$ cat config.mk
export PLATFORM = sky130hd
export DESIGN_NAME = layer4_window_fetch_flat
export DESIGN_NICKNAME = d
export VERILOG_FILES = /design/src/rtl/layer4_window_fetch_if.sv /design/src/rtl/layer4_window_fetch.sv /design/src/flat_wrapper.sv
export SDC_FILE = /design/constraint.sdc
export NUM_CORES = 1
export LEC_CHECK = 0
export CORE_ASPECT_RATIO = 0.9
export CORE_UTILIZATION = 59
export CTS_BUF_LIST = sky130_fd_sc_hd__clkbuf_8 sky130_fd_sc_hd__clkbuf_16
export DETAILED_ROUTE_END_ITERATION = 8
export PLACE_DENSITY_LB_ADDON = 0.1
export SETUP_SLACK_MARGIN = 0.2
export SYNTH_ARGS = -nofsm -noshare
export SYNTH_HDL_FRONTEND = slang
export SYNTH_SLANG_ARGS = --single-unit
$ cat constraint.sdc
create_clock -name clk -period 9.6 [get_ports clk]
set_clock_uncertainty 0.15 [all_clocks]
set_input_delay 0.96 -clock clk [delete_from_list [all_inputs] [get_ports clk]]
set_output_delay 0.96 -clock clk [all_outputs]
set_load 0.1 [all_outputs]
$ cat src/rtl/layer4_window_fetch_if.sv
// Read-side bus into the layer-3 result memory plus the tap stream toward the
// layer-4 MAC. The fetch block is the master of both halves.
interface layer4_window_fetch_if #(
  parameter int DATA_WIDTH = 128
);
  logic [15:0]           read_row_addr;
  logic [15:0]           read_col_addr;
  logic                  layer3_result_read_signal;
  logic [DATA_WIDTH-1:0] layer3_result_output;

  logic [DATA_WIDTH-1:0] win_data;
  logic                  win_valid;
  logic                  win_ready;
  logic [3:0]            win_kidx;
  logic [15:0]           win_row;
  logic [15:0]           win_col;
  logic                  win_last;

  modport master (
    output read_row_addr, read_col_addr, layer3_result_read_signal,
    input  layer3_result_output,
    output win_data, win_valid, win_kidx, win_row, win_col, win_last,
    input  win_ready
  );

  modport slave (
    input  read_row_addr, read_col_addr, layer3_result_read_signal,
    output layer3_result_output,
    input  win_data, win_valid, win_kidx, win_row, win_col, win_last,
    output win_ready
  );
endinterface

$ cat src/rtl/layer4_window_fetch.sv
// Sweeps every KERNEL x KERNEL window of the layer-3 map, reads each tap from
// result memory and streams it, tagged, through a 2-entry buffer to the MAC.
module layer4_window_fetch #(
  parameter int MAP_WIDTH  = 14,
  parameter int KERNEL     = 3,
  parameter int DATA_WIDTH = 128,
  parameter int FIFO_DEPTH = 2
) (
  input  logic                  clk,
  input  logic                  rst,
  input  logic                  start,
  layer4_window_fetch_if.master bus,
  output logic                  busy,
  output logic                  frame_done
);
  localparam logic [15:0] K_MAX = 16'(KERNEL - 1);
  localparam logic [15:0] W_MAX = 16'(MAP_WIDTH - KERNEL);

  typedef enum logic [1:0] {IDLE, RUN, DRAIN, DONE} state_t;

  typedef struct packed {
    logic [3:0]  kidx;
    logic [15:0] row;
    logic [15:0] col;
    logic        last;
  } tag_t;

  typedef struct packed {
    logic [DATA_WIDTH-1:0] data;
    tag_t                  tag;
  } entry_t;

  state_t      state_q, state_d;
  logic [15:0] kc_q, kc_d, kr_q, kr_d;
  logic [15:0] wc_q, wc_d, wr_q, wr_d;
  logic [15:0] row_addr_q, row_addr_d, col_addr_q, col_addr_d;
  tag_t        tag_q, tag_d;
  logic        inflight_q;
  entry_t      fifo_q [2];
  logic        rd_ptr_q, wr_ptr_q;
  logic [1:0]  cnt_q, cnt_d;
  logic [2:0]  occ;
  logic        push, pop, issue, last_addr;
  entry_t      head;

  // Occupancy counts the read still in flight so a returning word always
  // finds a free slot even if the MAC stalls right after the strobe.
  assign push  = inflight_q;
  assign pop   = bus.win_valid & bus.win_ready;
  assign occ   = 3'(cnt_q) + 3'(inflight_q) - 3'(pop);
  assign issue = (state_q == RUN) && (occ < 3'(FIFO_DEPTH));
  assign cnt_d = cnt_q + 2'(push) - 2'(pop);

  assign last_addr = (kc_q == K_MAX) && (kr_q == K_MAX) &&
                     (wc_q == W_MAX) && (wr_q == W_MAX);

  assign row_addr_d = wr_q + kr_q;
  assign col_addr_d = wc_q + kc_q;

  always_comb begin
    tag_d      = '0;
    tag_d.kidx = 4'(kr_q * KERNEL + kc_q);
    tag_d.row  = wr_q;
    tag_d.col  = wc_q;
    tag_d.last = last_addr;
  end

  // k_c fastest, then k_r, win_col, win_row; the final win_row wrap leaves
  // every counter at zero ready for the next frame.
  always_comb begin
    kc_d = kc_q;
    kr_d = kr_q;
    wc_d = wc_q;
    wr_d = wr_q;
    if (state_q == IDLE && start) begin
      kc_d = '0;
      kr_d = '0;
      wc_d = '0;
      wr_d = '0;
    end else if (issue) begin
      if (kc_q == K_MAX) begin
        kc_d = '0;
        if (kr_q == K_MAX) begin
          kr_d = '0;
          if (wc_q == W_MAX) begin
            wc_d = '0;
            wr_d = (wr_q == W_MAX) ? 16'd0 : wr_q + 16'd1;
          end else begin
            wc_d = wc_q + 16'd1;
          end
        end else begin
          kr_d = kr_q + 16'd1;
        end
      end else begin
        kc_d = kc_q + 16'd1;
      end
    end
  end

  // DRAIN looks at next-cycle occupancy so DONE follows the final handshake
  // directly.
  always_comb begin
    state_d = state_q;
    case (state_q)
      IDLE:    if (start) state_d = RUN;
      RUN:     if (issue && last_addr) state_d = DRAIN;
      DRAIN:   if (cnt_d == 2'd0 && !issue) state_d = DONE;
      DONE:    state_d = IDLE;
      default: state_d = IDLE;
    endcase
  end

  always_ff @(posedge clk or negedge rst) begin
    if (!rst) begin
      state_q    <= IDLE;
      kc_q       <= '0;
      kr_q       <= '0;
      wc_q       <= '0;
      wr_q       <= '0;
      row_addr_q <= '0;
      col_addr_q <= '0;
      tag_q      <= '0;
      inflight_q <= 1'b0;
      rd_ptr_q   <= 1'b0;
      wr_ptr_q   <= 1'b0;
      cnt_q      <= '0;
      for (int i = 0; i < 2; i++) fifo_q[i] <= '0;
    end else begin
      state_q    <= state_d;
      kc_q       <= kc_d;
      kr_q       <= kr_d;
      wc_q       <= wc_d;
      wr_q       <= wr_d;
      inflight_q <= issue;
      cnt_q      <= cnt_d;
      if (issue) begin
        row_addr_q <= row_addr_d;
        col_addr_q <= col_addr_d;
        tag_q      <= tag_d;
      end
      if (push) begin
        fifo_q[wr_ptr_q] <= {bus.layer3_result_output, tag_q};
        wr_ptr_q         <= ~wr_ptr_q;
      end
      if (pop) rd_ptr_q <= ~rd_ptr_q;
    end
  end

  assign bus.layer3_result_read_signal = issue;
  assign bus.read_row_addr = issue ? row_addr_d : row_addr_q;
  assign bus.read_col_addr = issue ? col_addr_d : col_addr_q;

  assign head          = fifo_q[rd_ptr_q];
  assign bus.win_valid = (cnt_q != 2'd0);
  assign bus.win_data  = head.data;
  assign bus.win_kidx  = head.tag.kidx;
  assign bus.win_row   = head.tag.row;
  assign bus.win_col   = head.tag.col;
  assign bus.win_last  = head.tag.last;

  assign busy       = (state_q == RUN) || (state_q == DRAIN);
  assign frame_done = (state_q == DONE);
endmodule

$ cat src/flat_wrapper.sv
// flat-port wrapper written by rule: the top's interface ports become plain ports
module layer4_window_fetch_flat 
#(
  parameter int MAP_WIDTH  = 14,
  parameter int KERNEL     = 3,
  parameter int DATA_WIDTH = 128,
  parameter int FIFO_DEPTH = 2
)
  (clk, rst, start, busy, frame_done, bus_read_row_addr, bus_read_col_addr, bus_layer3_result_read_signal, bus_layer3_result_output, bus_win_data, bus_win_valid, bus_win_kidx, bus_win_row, bus_win_col, bus_win_last, bus_win_ready);
  layer4_window_fetch_if #(.DATA_WIDTH(DATA_WIDTH)) bus_i ();
  input  logic clk;
  input  logic rst;
  input  logic start;
  output logic busy;
  output logic frame_done;
  output wire logic [$bits(bus_i.read_row_addr)-1:0] bus_read_row_addr;
  output wire logic [$bits(bus_i.read_col_addr)-1:0] bus_read_col_addr;
  output wire logic [$bits(bus_i.layer3_result_read_signal)-1:0] bus_layer3_result_read_signal;
  input wire logic [$bits(bus_i.layer3_result_output)-1:0] bus_layer3_result_output;
  output wire logic [$bits(bus_i.win_data)-1:0] bus_win_data;
  output wire logic [$bits(bus_i.win_valid)-1:0] bus_win_valid;
  output wire logic [$bits(bus_i.win_kidx)-1:0] bus_win_kidx;
  output wire logic [$bits(bus_i.win_row)-1:0] bus_win_row;
  output wire logic [$bits(bus_i.win_col)-1:0] bus_win_col;
  output wire logic [$bits(bus_i.win_last)-1:0] bus_win_last;
  input wire logic [$bits(bus_i.win_ready)-1:0] bus_win_ready;
  assign bus_read_row_addr = bus_i.read_row_addr;
  assign bus_read_col_addr = bus_i.read_col_addr;
  assign bus_layer3_result_read_signal = bus_i.layer3_result_read_signal;
  assign bus_i.layer3_result_output = bus_layer3_result_output;
  assign bus_win_data = bus_i.win_data;
  assign bus_win_valid = bus_i.win_valid;
  assign bus_win_kidx = bus_i.win_kidx;
  assign bus_win_row = bus_i.win_row;
  assign bus_win_col = bus_i.win_col;
  assign bus_win_last = bus_i.win_last;
  assign bus_i.win_ready = bus_win_ready;
  layer4_window_fetch #(.MAP_WIDTH(MAP_WIDTH), .KERNEL(KERNEL), .DATA_WIDTH(DATA_WIDTH), .FIFO_DEPTH(FIFO_DEPTH)) u_core (.clk(clk), .rst(rst), .start(start), .bus(bus_i), .busy(busy), .frame_done(frame_done));
endmodule
==> results summary, run 1 <==
The flow ran to the end, and the final reports show no timing, DRC or antenna violations. The met3 demand-to-capacity share in global routing is 4.849%. The clock tree root buffer cell is clkbuf_16. For this design, the slowest cell found on the critical path is clkdlybuf4s50_1. The overall die area came out at 38,210 sq um. The worst reg2reg path depth came out at 12.

The category of cells accounting for the largest share of critical-path delay is buffers and inverters. The share of async-settable or async-resettable flops after synthesis is 100.0%. STA classifies the critical path endpoint as an output pin. The data required time of the worst path came out at 8.49 ns. The number of global-route vias before repair is 15,120. The final sum of negative setup slack came out at 0 ns. The library cell used most frequently in the layout, excluding fill and tap cells, is mux2_2. The HPWL after detailed placement is 34,630 microns. The global-route wire length before repair came out at 81,560 microns. The setup fix buffers added after clock tree synthesis came out at 0. The biggest area contributor in the post-synthesis netlist is dfrtp_1. The number of CTS-inserted buffers is 48.

The buffering stage count on the worst path with inverters included came out at 5. The number of cell rows is 66. The floorplan step defined a core boundary enclosing 36,500 sq um. The maximum number of pins on one net before global-route repair is 166. The final routed DRC violation total came out at 0. The number of enable flip-flop cells after synthesis came out at 0.

The latest clock arrival within the worst-skew pair is 0.57 ns. The highest achievable clock rate came out at 144.3 MHz. Once the floorplan was initialized, standard cells occupied 60.51% of the core. After global routing, the most crowded layer is met2. The met1 layer usage reported by global route came out at 37.47%. The relative slew slack came out at 7.459%. The launching element type of the critical path is a primary input. The worst register-to-register path ends at u_core.wc_q[7]. The area share of the largest cell type after synthesis is 53.25%. The number of input and output port buffers inserted is 332.

The maximum net fanout on the critical path came out at 66. The worst register-to-register path begins at u_core.cnt_q[1]. The aggregate global-route resource usage came out at 26.97%. The area added between synthesis and finish came out at 24.54%. The clock-pin slew on the worst setup and hold paths is 0.06 ns.

The number of maximum-capacitance constraint violations is 0. The biggest cell delay along the critical path came out at 1.24 ns. The number of DRC markers after the initial detailed-route iteration is 899.

The worst setup slack for register-to-register paths is 4.51 ns. The category of the most critical setup path is primary input to output pin. At the end of routability-driven placement, the weighted congestion stood at 0.8551.

The TritonCTS clock tree is built. Ranked by total cell area, the synthesized netlist is headed by dfrtp_1, mux2_2, nand2_1, ha_1, o21ai_0. STA puts the critical path data arrival time at 5.82 ns. The number of failing hold endpoints at the final stage is 0. The number of synthesized register bits is 470. The synthesized area came out at 22,080 sq um. The final wirelength came out at 51,770 microns. Measured along the x axis, the die boundary spans 205.9 microns. The classification of the worst-slack hold path is primary input to async pin.

The sum of overflow across all layers after global routing came out at 0. The number of nets produced by synthesis is 1,959. The met2 track demand over resource in global routing came out at 43.33%. The clock tree buffer depth came out at 3.

The detailed-route wire length per cell is 19.94 microns. The number of search-and-repair iterations in the first detailed-routing pass is 5. The main flop type after synthesis is dfrtp_1. In the layout the commonest cells are mux2_2, dfrtp_1, clkdlybuf4s50_1.

The total I/O pin count is 333. The initial antenna violation count is 1. The synthesized area divided by synthesized cell count is 12.46 sq um. The detailed-route vias per instance came out at 5.796.

The die is 185.5 microns tall. The number of resized instances in the post-cts repair step came out at 0. The H-tree was split into 2 levels.

The cell count after synthesis came out at 1,773. The TritonCTS sink count came out at 470. Detailed routing inserted a total of 15,050 vias. The critical path goes through clkdlybuf4s50_1, and2_1, ha_1, inv_1, ha_1, fa_1, xor2_1, nand3_4, inv_1, buf_4, and3_1, mux2i_1, o311ai_0, clkdlybuf4s50_1. The final-report max-slew violation count came out at 0. Buffers inserted to repair hold after CTS numbered 0. The number of nets in the final layout came out at 2,269. Setup repair after global routing left no endpoint under its margin.

The post-route clock period utilization came out at 72.21%. At the pin with the least slew margin, the transition time is 1.388 ns. The number of distinct library cell variants in the gate-level netlist after synthesis came out at 60. The final critical-path required period is 6.932 ns. The register area share after synthesis came out at 53.25%.

The count of endpoints failing setup in the final report came out at 0. The Yosys step of the flow raised 0 warnings. The share of post-route cells with drive strength above 1 came out at 28.93%.

The remaining antenna violation count after routing came out at 0.
==> how the worst max path moves through the flow <==
stage                     slack (ns)  cells after the start       startpoint                     to
after CTS                       2.67                     14    bus_win_ready  bus_read_col_addr[14]
final                           2.67                     14    bus_win_ready  bus_read_col_addr[14]
after global placement          2.87                     14    bus_win_ready  bus_read_col_addr[14]
after detailed placement        2.71                     14    bus_win_ready  bus_read_col_addr[14]
after global routing            2.39                     14    bus_win_ready  bus_read_col_addr[14]
after floorplan                 2.00                     11  u_core.cnt_q[1]  bus_read_col_addr[14]
==> layout make-up <==
class | instances | area (sq um)
inverter | 33 | 123.9
multi-input combinational | 1184 | 9889
sequential | 470 | 11770
antenna | 1 | 2.502
clock buffer | 67 | 1463
timing repair buffer | 346 | 3446
fill | 2393 | 8996
clock inverter | 19 | 219.0
tap | 476 | 595.6
==> Yosys cell counts, drive strengths merged, types with 2 or more instances <==
cell,number
a211oi,3
o21bai,5
o21ai,87
inv,33
mux2i,5
nand3b,2
dfrtp,470
a221oi,2
and2,11
o211ai,7
o22ai,4
nand4,21
and3,15
a21o,7
xor2,33
nor2,60
nor4,11
buf,12
nor3b,4
ha,48
nor3,13
mux2,496
a21oi,26
nor2b,4
or3,4
o21a,2
o311ai,4
or2,5
nand2,188
and4,10
a31oi,6
nor4b,4
nand3,36
nand2b,10
o31ai,16
fa,6
xnor2,20
clkbuf,74
==> stage by stage <==
step           hold slack (ns)  instances  util, %  instance area [sq um]  setup slack (ns)
2_1_floorplan           0.3082       1773        -                  22080             2.000
3_3_place_gp            0.3114       2509    70.74                  25820             2.872
3_5_place_dp            0.3113       2509    70.74                  25820             2.706
4_1_cts                 0.2521       2595    75.35                  27500             2.674
5_1_grt                 0.2821       2596    75.35                  27500             2.391
6_report                0.2324       2596    75.35                  27500             2.668
==> routing by layer <==
layer / routed length (microns) / share of wire [%]
met5: 0 / 0
met4: 1396 / 2.7
met3: 3211 / 6.2
met2: 24270 / 47
met1: 22900 / 44
==> state kept, by name, indices dropped and copies added (netlist names) <==
name / count
u_core.fifo_q: 330
u_core.tag_q: 37
u_core.col_addr_q: 16
u_core.kc_q: 16
u_core.kr_q: 16
u_core.row_addr_q: 16
u_core.wc_q: 16
u_core.wr_q: 16
u_core.cnt_q: 2
u_core.state_q: 2
u_core.inflight_q: 1
u_core.rd_ptr_q: 1
u_core.wr_ptr_q: 1
==> logic make-up after synthesis <==
| logic type | synth area share (%) |
|---|---|
| multiplexers | 25.52 |
| flip-flops | 53.25 |
| AO/OA/AOI/OAI | 4.810 |
| adder cells (fa/ha/maj) | 3.263 |
| AND/OR/NAND/NOR | 8.963 |
| buffers and inverters | 2.091 |
| XOR/XNOR | 2.102 |
==> worst register-to-register path, cell delays in order, from the launching register on <==
cell and delay [ns]:
dfrtp_1 0.40, or2_2 0.31, and2_1 0.18, ha_1 0.28, inv_1 0.04, ha_1 0.18, fa_1 0.38, xor2_1 0.34
nand3_4 0.58, buf_4 0.53, o31ai_4 0.94, nand3_1 0.34, o41ai_1 0.36
Power of run 1 is left out: the tool's default activity adds up to more than one toggle a clock period on the data nets, which glitch-free logic cannot reach.
==> run 2, diff against run 1 <==
Settings changed: CORE_UTILIZATION 59 to 49.
Clock period 9.6 ns to 5.8 ns, I/O delays scaled along.
==> run 2 against run 1 <==
Sequential share of layout area decreased by 0.38 points. Register-to-register slack lost 2.8 ns. Via count down 1.4%. Worst setup slack lost 1.6 ns. Clock-buffer cell count decreased by 1. Hold slack gained 0.10 ns. Global-route usage fell by 3.8 points. Final area increased by 0.91%. Sequential cell count unchanged. First-iteration DRC count increased by 1.1%. Core utilization down 13 points. Die area grew 20%. Highest routed layer unchanged.
==> results summary, run 2 (synthesis results as in run 1) <==
The core occupancy in the finished layout is 62.65% (-13 points). The worst setup slack for register-to-register paths came out at 1.76 ns (-2.75 ns). The amount of wire on met2 after detailed routing was 25,180 microns (+3.8%). By startpoint and endpoint, the worst setup path is classified as flip-flop to output pin.

The classification of the worst-slack hold path is flip-flop to flip-flop. The share of post-route cells with drive strength above 1 is 30.41% (+1.5 points). The number of DRC markers after the initial detailed-route iteration is 909 (+1.1%).

The clock tree buffer depth came to 3 (unchanged). The global-route wire length before repair is 84,320 microns (+3.4%). The highest achievable clock rate came out at 209.2 MHz.

The detailed-route vias per instance came out at 5.453 (-5.9%). The number of filler instances in the final layout is 3,546 (+48%). The detailed-route wire length per cell came to 19.47 microns (-2.4%). The overall die area is 45,930 sq um (+20%). The final weighted congestion in routability-driven placement is 0.8630 (+0.92%). The HPWL after detailed placement was 35,960 microns (+3.8%). The effective utilization at floorplan was 49.85% (-11 points). The tree is rooted in a clkbuf_16. The number of hold buffers added after cts was 1 (+1). The number of input and output port buffers inserted is 332 (unchanged).

Routed signal wires occupy layers up through met4. The remaining antenna violation count after routing came out at 0 (unchanged). The number of standard cells in the final layout excluding fillers came out at 2,721 (+4.8%). The category of the worst setup path capture point is an output pin. The number of nets in the final layout came out at 2,274 (+0.22%). The latest clock arrival within the worst-skew pair came to 0.57 ns (about the same). The final-report max-slew violation count came out at 0 (unchanged).

The library cells used most frequently in the layout, excluding fill and tap cells, are mux2_2, dfrtp_1, clkdlybuf4s50_1. The worst setup path is launched from a flip-flop. The number of CTS-inserted buffers came out at 49 (+2.1%). The x dimension of the die was 225.8 microns (+9.6%). The largest registers in the layout are u_core.fifo_q (330), u_core.tag_q (37). The setup fix buffers added after clock tree synthesis came out at 0 (unchanged). The worst hold slack after final layout is 0.3322 ns (+0.09979 ns).

The initial antenna violation count came out at 0 (-1). The data required time of the worst path came out at 5.07 ns (-3.42 ns). The final critical-path required period came out at 4.781 ns. The aggregate global-route resource usage came out at 23.20% (-3.8 points). The slew at the pin closest to its max-slew limit came out at 1.163 ns (-0.2252 ns). The number of resized instances in the post-cts repair step came to 0 (unchanged). The maximum net fanout on the critical path came out at 23 (-65%).

Leaving out fill and tap cells, the most frequent cell in the layout is mux2_2. The run finished with clean final reports. Setup repair after global routing left no endpoint under its margin. The met3 wire length came to 2843 microns (-11%).

The area growth from synthesis to layout is 25.66%. The number of failing hold endpoints at the final stage is 0 (unchanged). The worst reg2reg path depth is 13 (+1). The relative slew slack came out at 22.23% (+15 points). The TritonCTS sink count was 470 (unchanged).

The maximum number of pins on one net before global-route repair came to 166 (unchanged). The total I/O pin count is 333 (unchanged). TritonCTS built the clock tree.

The number of cell rows came out at 73 (+11%). The number of search-and-repair iterations in the first detailed-routing pass is 5 (unchanged). The total via count after detailed routing is 14,840 (-1.4%).

The number of maximum-capacitance constraint violations came to 0 (unchanged). The count of endpoints failing setup in the final report is 0 (unchanged). The post-placement cell count came to 2,636 (+5.1%). The sum of overflow across all layers after global routing was 0 (unchanged). The number of cells on the worst hold path is 2. The clock-pin slew on the worst setup and hold paths came out at 0.06 ns (about the same). The total core area is 44,300 sq um (+21%).

The largest register by flop count is u_core.fifo_q. The final wirelength came to 52,980 microns (+2.3%). The number of flip-flops in the largest register came to 330 (unchanged). The post-route clock period utilization is 82.42%. The met1 routed wirelength after detailed routing came out at 23,640 microns (+3.2%). The depth of the CTS H-tree came out at 2 (unchanged). The antenna diode instance count is 0 (-1). The number of global-route vias before repair came out at 15,210 (+0.56%). The height of the chip is 203.4 microns (+9.6%). The final routed DRC violation total is 0 (unchanged).

The signal arrival time at the worst endpoint is 4.05 ns (-1.77 ns).
==> run 2: cell types whose count changed in the layout (fill, tap and decap cells not counted), sizes merged <==
cell           change
clkinv             -5
clkdlybuf4s50     -33
clkinvlp           +1
inv                +3
dlygate4sd3        +1
buf               +36
diode              -1
clkbuf             -1
==> run 2: worst max-delay path, cell delays in order, from the launching register on <==
cell	delay, ns
dfrtp_1	0.41
or2_2	0.32
and2_1	0.19
ha_1	0.27
inv_1	0.04
ha_1	0.18
fa_1	0.38
xor2_1	0.32
nand3_4	0.29
buf_4	0.32
o311ai_1	0.52
buf_12	0.24
==> run 2: per-stage QoR <==
step	area, sq um	setup TNS [ns]	worst slack (ns)
floorplan	22090	-0.6884	-0.2220
global placement	26080	0	1.303
detailed placement	26080	0	1.248
CTS	27750	0	0.9200
global route	27750	0	0.7884
finish	27750	0	1.019
==> run 2: path summary, 6_finish.rpt <==
check | from | endpoint
worst max-delay path | u_core.cnt_q[1] | bus_read_col_addr[14]
worst min-delay path | u_core.col_addr_q[4] | u_core.col_addr_q[4]
worst max register to register | u_core.cnt_q[1] | u_core.state_q[1]
worst min register to register | u_core.col_addr_q[4] | u_core.col_addr_q[4]
max in group asynchronous | rst | u_core.fifo_q[310]
min in group asynchronous | rst | u_core.fifo_q[53]
==> run 2: cell type report <==
cell class / count / area (sq um) / area share, %
Multi-Input combinational cell: 1184 / 9899 / 35.67
Sequential cell: 470 / 11770 / 42.39
Tap cell: 600 / 750.7 / 2.705
Timing Repair Buffer: 350 / 3546 / 12.78
Clock buffer: 66 / 1483 / 5.342
Clock inverter: 18 / 185.2 / 0.6672
Inverter: 33 / 123.9 / 0.4463
==> run 2: routing by layer <==
metal  vias to the layer above  GRT usage [%]
li1                       6920              -
met1                      7535          31.65
met2                       300          37.67
met3                        82          4.077
met4                         0          7.264
met5                         -              0
Power of run 2 is left out for the same reason.
==> run 3, diff against run 2 <==
Settings changed: CORE_UTILIZATION 49 to 55.
Clock period 5.8 ns to 4.85 ns, I/O delays scaled along.
==> run 3 against run 2 <==
Critical path depth up 3. Via count up 0.24%. Sequential cell count unchanged. Global-route usage up 2.6 points. Worst setup slack worse by 0.63 ns. First-iteration DRC count down 18%. Critical path type unchanged. Critical endpoint is now bus_read_row_addr[12]. Largest cell class unchanged.
==> results summary, run 3 (synthesis results as in run 1) <==
The register with the most flip-flops in the final layout is u_core.fifo_q. The initial antenna violation count is 3 (+3). The height of the chip came out at 192.1 microns (-5.6%). The worst setup path is captured at an output pin. The final weighted congestion in routability-driven placement was 0.8764 (+1.6%). The number of nets in the final layout came out at 2,285 (+0.48%). The library cells used most frequently in the layout, excluding fill and tap cells, are mux2_2, dfrtp_1, clkdlybuf4s50_1.

The overall die area came out at 40,960 sq um (-11%). The x dimension of the die came out at 213.2 microns (-5.6%). The number of DRC markers after the initial detailed-route iteration was 744 (-18%). The TritonCTS clock tree is built.

The largest registers in the layout are u_core.fifo_q (330), u_core.tag_q (37). The number of flip-flops in the largest register came out at 330 (unchanged). The total via count after detailed routing is 14,870 (+0.24%). The final-report max-slew violation count is 0 (unchanged). The clock tree root buffer cell is clkbuf_16. The aggregate global-route resource usage is 25.85% (+2.6 points). The total I/O pin count came to 333 (unchanged). The number of search-and-repair iterations in the first detailed-routing pass came out at 4 (-1).

The number of cell rows came out at 69 (-5.5%). The share of post-route cells with drive strength above 1 was 32.80% (+2.4 points). The final wirelength came out at 52,610 microns (-0.70%). The highest achievable clock rate came out at 223.9 MHz. The total core area came out at 39,540 sq um (-11%). The sum of overflow across all layers after global routing was 0 (unchanged). The area added between synthesis and finish came out at 28.43%. The slew at the pin closest to its max-slew limit is 1.273 ns (+0.1103 ns). The detailed-route wire length per cell is 19.68 microns (+1.1%). The number of CTS-inserted buffers came out at 50 (+2.0%). The worst path in the final design needs a cycle of 4.465 ns, including I/O delays and setup. The latest clock arrival within the worst-skew pair was 0.58 ns (about the same).

The signal arrival time at the worst endpoint came out at 3.83 ns (-0.22 ns). The data required time of the worst path is 4.22 ns (-0.85 ns). The number of input and output port buffers inserted came to 332 (unchanged). The remaining antenna violation count after routing came out at 0 (unchanged). The run finished with clean final reports. Setup repair after global routing left no endpoint under its margin. The clock-pin slew on the worst setup and hold paths is 0.06 ns (about the same). The relative slew slack came out at 15.12% (-7.1 points).

The count of endpoints failing setup in the final report was 0 (unchanged). The worst hold slack after final layout came to 0.3482 ns (+0.01597 ns). The HPWL after detailed placement is 35,780 microns (-0.50%).

The TritonCTS sink count came out at 470 (unchanged). The most frequent standard cell in the layout excluding fill and tap cells is mux2_2. The min-delay analysis places its worst path in the category flip-flop to flip-flop. The worst setup path is launched from a flip-flop. The number of maximum-capacitance constraint violations is 0 (unchanged). The number of global-route vias before repair is 15,230 (+0.17%). The number of failing hold endpoints at the final stage came to 0 (unchanged). The final sum of negative setup slack is 0 ns (unchanged). The maximum net fanout on the critical path came out at 6 (-74%). The effective utilization at floorplan came out at 55.85% (+6.0 points).

The critical path is of the flip-flop to output pin type. The post-route clock period utilization came out at 92.07%. The final routed DRC violation total came out at 0 (unchanged). The detailed-route vias per instance came to 5.564 (+2.0%). The depth of the CTS H-tree came out at 2 (unchanged). The maximum number of pins on one net before global-route repair came to 166 (unchanged). The global-route wire length before repair came to 83,400 microns (-1.1%). The clock tree buffer depth came to 3 (unchanged).
-- run 3: cell types whose count changed in the layout (fill, tap and decap cells not counted), sizes merged --
cell,before,now
bufinv,4,5
clkbuf,66,67
clkinv,3,10
inv,43,37
diode,0,1
clkinvlp,1,7
buf,51,62
clkdlybuf4s50,298,297
-- run 3: what timing repair did --
action,CTS,global route
endpoints found under the setup margin,5,7
endpoints found under the hold margin,91,0
buffers inserted,0,6
cloned,0,0
gates resized for setup,1,3
hold buffers,1,0
-- run 3: final cells by class --
| class | instances | area [sq um] |
|---|---|---|
| Antenna cell | 1 | 2.502 |
| Timing Repair Buffer | 360 | 3969 |
| Clock buffer | 67 | 1496 |
| Multi-Input combinational cell | 1184 | 10060 |
| Inverter | 33 | 127.6 |
| Tap cell | 532 | 665.6 |
| Fill cell | 2817 | 11180 |
| Clock inverter | 26 | 276.5 |
| Sequential cell | 470 | 11770 |
-- run 3: routing by layer --
layer,part of all wire (%),routed length [microns],global-route usage (%)
met1,42,22360,34.65
met2,48,25370,41.91
met3,6.8,3553,5.723
met4,2.5,1312,8.049
met5,0.021,11,0
-- run 3: worst paths after layout --
check | start | end | slack (ns) | cells past startpoint
max in group asynchronous | rst | u_core.fifo_q[101] | 2.94 | 3
min reg2reg | u_core.row_addr_q[11] | u_core.row_addr_q[11] | 0.35 | 2
min | u_core.row_addr_q[11] | u_core.row_addr_q[11] | 0.35 | 2
max reg2reg | u_core.cnt_q[1] | u_core.kr_q[7] | 0.77 | 11
min in group asynchronous | rst | u_core.fifo_q[150] | 0.38 | 2
max | u_core.cnt_q[1] | bus_read_row_addr[12] | 0.38 | 14
-- run 3: worst max-delay path, cell delays in order (launching register included) --
cell	delay (ns)
dfrtp_1	0.40
or2_2	0.31
and2_1	0.19
ha_1	0.29
inv_1	0.05
ha_1	0.18
fa_1	0.37
xor2_1	0.33
nand3_4	0.18
clkinvlp_4	0.14
buf_4	0.17
nand3_1	0.08
a31o_2	0.23
o311ai_2	0.11
buf_12	0.23
-- run 3: stage by stage --
step / setup slack [ns] / cells / util, % / cell area [sq um]
2_1_floorplan: -0.3149 / 1773 / - / 22250
3_3_place_gp: 0.5516 / 2572 / 67.07 / 26520
3_5_place_dp: 0.4515 / 2572 / 67.07 / 26520
4_1_cts: 0.2469 / 2666 / 71.58 / 28300
5_1_grt: 0.2096 / 2673 / 71.73 / 28360
6_report: 0.3847 / 2673 / 71.73 / 28360
Power of run 3 is left out for the same reason.
==> edit 1: new RTL, settings of run 3 <==
Take the reset off `kr_q` and load it in a clocked block of its own.
--- a/src/rtl/layer4_window_fetch.sv
+++ b/src/rtl/layer4_window_fetch.sv
@@ -115,5 +115,4 @@
       state_q    <= IDLE;
       kc_q       <= '0;
-      kr_q       <= '0;
       wc_q       <= '0;
       wr_q       <= '0;
@@ -129,5 +128,4 @@
       state_q    <= state_d;
       kc_q       <= kc_d;
-      kr_q       <= kr_d;
       wc_q       <= wc_d;
       wr_q       <= wr_d;
@@ -145,4 +143,8 @@
       if (pop) rd_ptr_q <= ~rd_ptr_q;
     end
+  end
+
+  always_ff @(posedge clk) begin
+    kr_q <= kr_d;
   end
 
Behaviour: no difference found for any inputs over 4 cycles, from zero or initial values and one cycle with rst low; that may be too few to reach the edited logic, so the function may still have changed.
==> edit 1 against run 3 <==
Non-clock buffer count grew 3. Cell area shrank 0.37%. Setup slack lost 0.050 ns. Count of clock-buffer cells in the layout shrank 10. Critical endpoint is now bus_read_row_addr[11]. Area after synthesis grew 0.33%. Wire length grew 3.7%. Sequential cell count is the same. Worst hold slack gained 0.00093 ns.
Power is left out: the tool's default activity adds up to more than one toggle a clock period on the data nets, which glitch-free logic cannot reach.
==> edit 1: results (changes against run 3) <==
Status -> finished, final reports clean (unchanged)
Post-synthesis net count -> 1,976 (was 1,959)
Multiplexer area fraction after synthesis -> 25.3% (was 25.5%)
TritonRoute pass-1 iters -> 6 (was 4)
Share of layout cells above drive strength 1 -> 32.1% (was 32.8%)
Synth warnings -> 0 (unchanged)
Final WL -> 54,600 µm (was 52,600 µm)
Hold Path Class -> reg -> reg (unchanged)
Seq/Total Area, Yosys -> 52.7% (was 53.3%)
Initial antenna violation count -> 0 (was 3)
Complex-gate fraction of the synthesized area -> 6.21% (was 4.81%)
Commonest cells post-synth -> mux2_2, dfrtp_1, nand2_1, clkbuf_1, o21ai_0 (was mux2_2, dfrtp_1, nand2_1, o21ai_0, clkbuf_1)
Yosys cell types -> 69 (was 60)
GRT Resource Usage Total -> 26.3% (was 25.8%)
Synth top area cells -> dfrtp_1, mux2_2, nand2_1, ha_1, dfxtp_1 (was dfrtp_1, mux2_2, nand2_1, ha_1, o21ai_0)
Non-Filler Instances -> 2,687 (was 2,673)
Worst Path Max Fanout -> 14 (was 6)
Met3 Usage GRT -> 5.42% (was 5.72%)
Worst Hold Depth -> 1 (was 2)
Met1 usage -> 36.2% (was 34.7%)
CTS H-tree depth -> 2 (unchanged)
Largest regs -> u_core.fifo_q (330), u_core.tag_q (37) (unchanged)
DP Area -> 26,500 µm² (about the same)
Pre-CTS setup slack -> 0.160 ns (was 0.451 ns)
Hold Startpoint -> u_core.fifo_q[168] (was u_core.row_addr_q[11])
Placed Cells -> 2,587 (was 2,572)
Dpl hpwl -> 37,500 µm (was 35,800 µm)
Critical Path AT -> 3.88 ns (was 3.83 ns)
Reg clk slew, reported paths -> 0.06 ns (about the same)
Worst R2R Path Depth -> 13 (was 11)
Worst-margin pin slew -> 1.26 ns (was 1.27 ns)
Buffers on Ports -> 332 (unchanged)
GPL Wtd Cong -> 0.891 (was 0.876)
NumNets Final -> 2,302 (was 2,285)
FFs w/ async S/R, synth -> 96.6% (was 100%)
Largest net degree at the start of global routing -> 135 (was 166)
CTS max path bufs -> 3 (unchanged)
Vias/cell -> 5.73 (was 5.56)
First-pass GRT wire length -> 85,300 µm (was 83,400 µm)
Filler instances -> 2,758 (was 2,817)
Initial DRC count -> 1,043 (was 744)
Insertion delay to the later sink of the worst-skew pair -> 0.59 ns
Synth Area per Inst -> 12.4 µm² (was 12.5 µm²)
Clock root cell -> clkbuf_16 (unchanged)
Number of global-route vias before repair -> 15,500 (was 15,200)
Area share of fa/ha/maj cells after synthesis -> 3.25% (was 3.26%)
Num CTS Buffers -> 49 (was 50)
Ys flop type -> dfrtp_1 (unchanged)
Met2 usage -> 42.3% (was 41.9%)
Synth Area in XOR/XNOR -> 1.66% (was 2.10%)
==> edit 1: critical path, cell delays in order (launching register included) <==
cell and delay (ns):
dfrtp_2 0.40, or2_4 0.25, and2_1 0.18, ha_1 0.30, inv_1 0.06, ha_1 0.15, fa_2 0.46, nand2b_4 0.20
or2_4 0.32, buf_8 0.17, or4_1 0.52, nand3_2 0.11, buf_12 0.18
==> edit 1: metal layers <==
metal / share of wire, % / up-vias
li1: - / 7148
met3: 6.8 / 68
met4: 1.8 / 0
met2: 48 / 433
met1: 44 / 7745
met5: 0 / -
==> edit 1: per-stage QoR <==
step | hold WS, ns | util (%)
finish | 0.349 | 71.3
global route | 0.360 | 71.3
CTS | 0.351 | 71.2
detailed placement | 0.337 | 66.9
global placement | 0.325 | 66.9
floorplan | 0.0394 | -
==> edit 1: cell type report <==
class                           count  area, µm²  area share [%]
Antenna cell                        1       2.50         0.00886
Multi-Input combinational cell   1203      10200            36.1
Timing Repair Buffer              363       3980            14.1
Clock buffer                       57       1340            4.73
Clock inverter                     32        273           0.965
Sequential cell                   470      11700            41.4
Tap cell                          532        666            2.36
Inverter                           29        114           0.403
==> edit 1: path summary, 6_finish.rpt <==
check                                   endpoint  slack [ns]
setup / recovery           bus_read_row_addr[11]        0.33
hold / removal                u_core.fifo_q[168]        0.35
setup reg to reg                  u_core.wr_q[2]        0.65
hold reg to reg               u_core.fifo_q[168]        0.35
max in group asynchronous     u_core.fifo_q[115]        2.79
min in group asynchronous     u_core.fifo_q[225]        0.36
==> edit 1: timing repair <==
action / CTS / global route
pin swaps: 1 / 2
resized for setup: 6 / 6
endpoints found under the hold margin: 106 / 0
buffers inserted: 3 / 4
hold buffers: 1 / 0
gates cloned: 1 / 1
endpoints found under the setup margin: 12 / 11
==> edit 1: kinds of logic after synthesis <==
logic type,Yosys count
fa+ha+maj,54
buf+inv,119
flops,470
compound gates,210
simple gates,397
mux,498
xor+xnor,42
==> edit 2: new RTL, config.mk and constraints of run 3 <==
Without the edit above. `DATA_WIDTH` is set to 128 in 3 places; all go to 136.
--- a/src/rtl/layer4_window_fetch_if.sv
+++ b/src/rtl/layer4_window_fetch_if.sv
@@ -2,5 +2,5 @@
 // layer-4 MAC. The fetch block is the master of both halves.
 interface layer4_window_fetch_if #(
-  parameter int DATA_WIDTH = 128
+  parameter int DATA_WIDTH = 136
 );
   logic [15:0]           read_row_addr;
--- a/src/rtl/layer4_window_fetch.sv
+++ b/src/rtl/layer4_window_fetch.sv
@@ -4,5 +4,5 @@
   parameter int MAP_WIDTH  = 14,
   parameter int KERNEL     = 3,
-  parameter int DATA_WIDTH = 128,
+  parameter int DATA_WIDTH = 136,
   parameter int FIFO_DEPTH = 2
 ) (
--- a/src/flat_wrapper.sv
+++ b/src/flat_wrapper.sv
@@ -4,5 +4,5 @@
   parameter int MAP_WIDTH  = 14,
   parameter int KERNEL     = 3,
-  parameter int DATA_WIDTH = 128,
+  parameter int DATA_WIDTH = 136,
   parameter int FIFO_DEPTH = 2
 )
Interface: changed (resized bus_layer3_result_output and bus_win_data); port bits go from 333 to 349. No check against the original RTL was run, so the function may have changed too.
==> edit 2 against run 3 <==
Cell count increased by 2.8%. Synthesized cell count grew 2.8%. Wire length up 5.8%. Die area is 3.7% higher. Setup slack lost 0.0051 ns. Area after synthesis grew 3.7%. Sequential cell count grew 16. Cell area increased by 3.4%.
Power is not shown: default switching activity piles up to over one toggle a cycle in this logic, so the estimate is an artifact.
==> edit 2: results (changes against run 3) <==
Worst-margin pin slew -> 1.13 ns (was 1.27 ns)
GPL Wtd Cong -> 0.849 (was 0.876)
Yosys cell types -> 71 (was 60)
Multiplexer area fraction after synthesis -> 25.7% (was 25.5%)
Critical Path AT -> 3.84 ns (was 3.83 ns)
Largest regs -> u_core.fifo_q (346), u_core.tag_q (37) (was u_core.fifo_q (330), u_core.tag_q (37))
Non-Filler Instances -> 2,749 (was 2,673)
Met3 Usage GRT -> 4.72% (was 5.72%)
Top Family by Delay on Critical Path -> simple AND/OR/NAND/NOR gates (was adder cells)
Number of global-route vias before repair -> 16,100 (was 15,200)
Synth Area per Inst -> 12.6 µm² (was 12.5 µm²)
Initial DRC count -> 1,017 (was 744)
Synth Area in XOR/XNOR -> 2.33% (was 2.10%)
Area share of fa/ha/maj cells after synthesis -> 3.15% (was 3.26%)
Wire per inst -> 20.3 µm (was 19.7 µm)
GRT Resource Usage Total -> 26.4% (was 25.8%)
Placed Cells -> 2,646 (was 2,572)
Crit-path max cell delay -> 0.52 ns (was 0.40 ns)
NumNets Final -> 2,362 (was 2,285)
Insertion delay to the later sink of the worst-skew pair -> 0.58 ns (about the same)
Post-synthesis net count -> 2,017 (was 1,959)
Hold Path Class -> reg -> reg (unchanged)
Top layer in use -> met4 (was met5)
TritonRoute pass-1 iters -> 5 (was 4)
Largest net degree at the start of global routing -> 129 (was 166)
Commonest cells post-synth -> mux2_2, dfrtp_1, nand2_1, clkbuf_1, nor2_1 (was mux2_2, dfrtp_1, nand2_1, o21ai_0, clkbuf_1)
Dpl hpwl -> 37,800 µm (was 35,800 µm)
Met1 usage -> 37.0% (was 34.7%)
Seq/Total Area, Yosys -> 53.1% (was 53.3%)
Buffers on Ports -> 348 (was 332)
Met2 routed WL -> 26,600 µm (was 25,400 µm)
Num CTS Buffers -> 50 (unchanged)
First-pass GRT wire length -> 88,800 µm (was 83,400 µm)
# hold bufs at CTS -> 1 (unchanged)
Share of layout cells above drive strength 1 -> 32.7% (was 32.8%)
Status -> finished, final reports clean (unchanged)
Pre-CTS setup slack -> 0.608 ns (was 0.451 ns)
# Post-CTS Setup Buffers -> 1 (was 0)
DP Area -> 27,500 µm² (was 26,500 µm²)
Crit-path slowest cell -> or4_1 (was dfrtp_1)
Post_cts resized -> 1 (unchanged)
Detail Route met3 WL -> 2940 µm (was 3550 µm)
Ys flop type -> dfrtp_1 (unchanged)
Complex-gate fraction of the synthesized area -> 4.49% (was 4.81%)
Met2 usage -> 41.7% (was 41.9%)
Hold Startpoint -> u_core.tag_q[17] (was u_core.row_addr_q[11])
Worst Path Max Fanout -> 19 (was 6)
Synth top area cells -> dfrtp_1, mux2_2, nand2_1, ha_1, xor2_1 (was dfrtp_1, mux2_2, nand2_1, ha_1, o21ai_0)
Post-Route M1 WL -> 24,700 µm (was 22,400 µm)
Clock root cell -> clkbuf_16 (unchanged)
Initial antenna violation count -> 1 (was 3)
Vias/cell -> 5.68 (was 5.56)
==> edit 2: changes by cell type after synthesis, sizes merged, moves of 8 or more <==
cell,before,now
a21oi,26,46
o21ai,87,54
nand4,21,32
mux2,496,521
o31ai,16,8
nand2,188,172
nor2,60,73
dfrtp,470,486
==> edit 2: cell type report <==
type                            instances  area (µm²)
Antenna cell                            1        2.50
Clock buffer                           64        1460
Inverter                               28         110
Sequential cell                       486       12200
Fill cell                            2894       11500
Multi-Input combinational cell       1216       10500
Timing Repair Buffer                  386        4230
Tap cell                              540         676
Clock inverter                         28         234
==> edit 2: path summary, 6_finish.rpt <==
path | cells after the start | slack, ns | to
max | 12 | 0.38 | bus_read_row_addr[11]
min | 2 | 0.34 | u_core.tag_q[17]
max reg2reg | 13 | 0.91 | u_core.state_q[1]
min reg2reg | 2 | 0.34 | u_core.tag_q[17]
max in group asynchronous | 3 | 2.99 | u_core.col_addr_q[12]
min in group asynchronous | 2 | 0.46 | u_core.fifo_q[161]
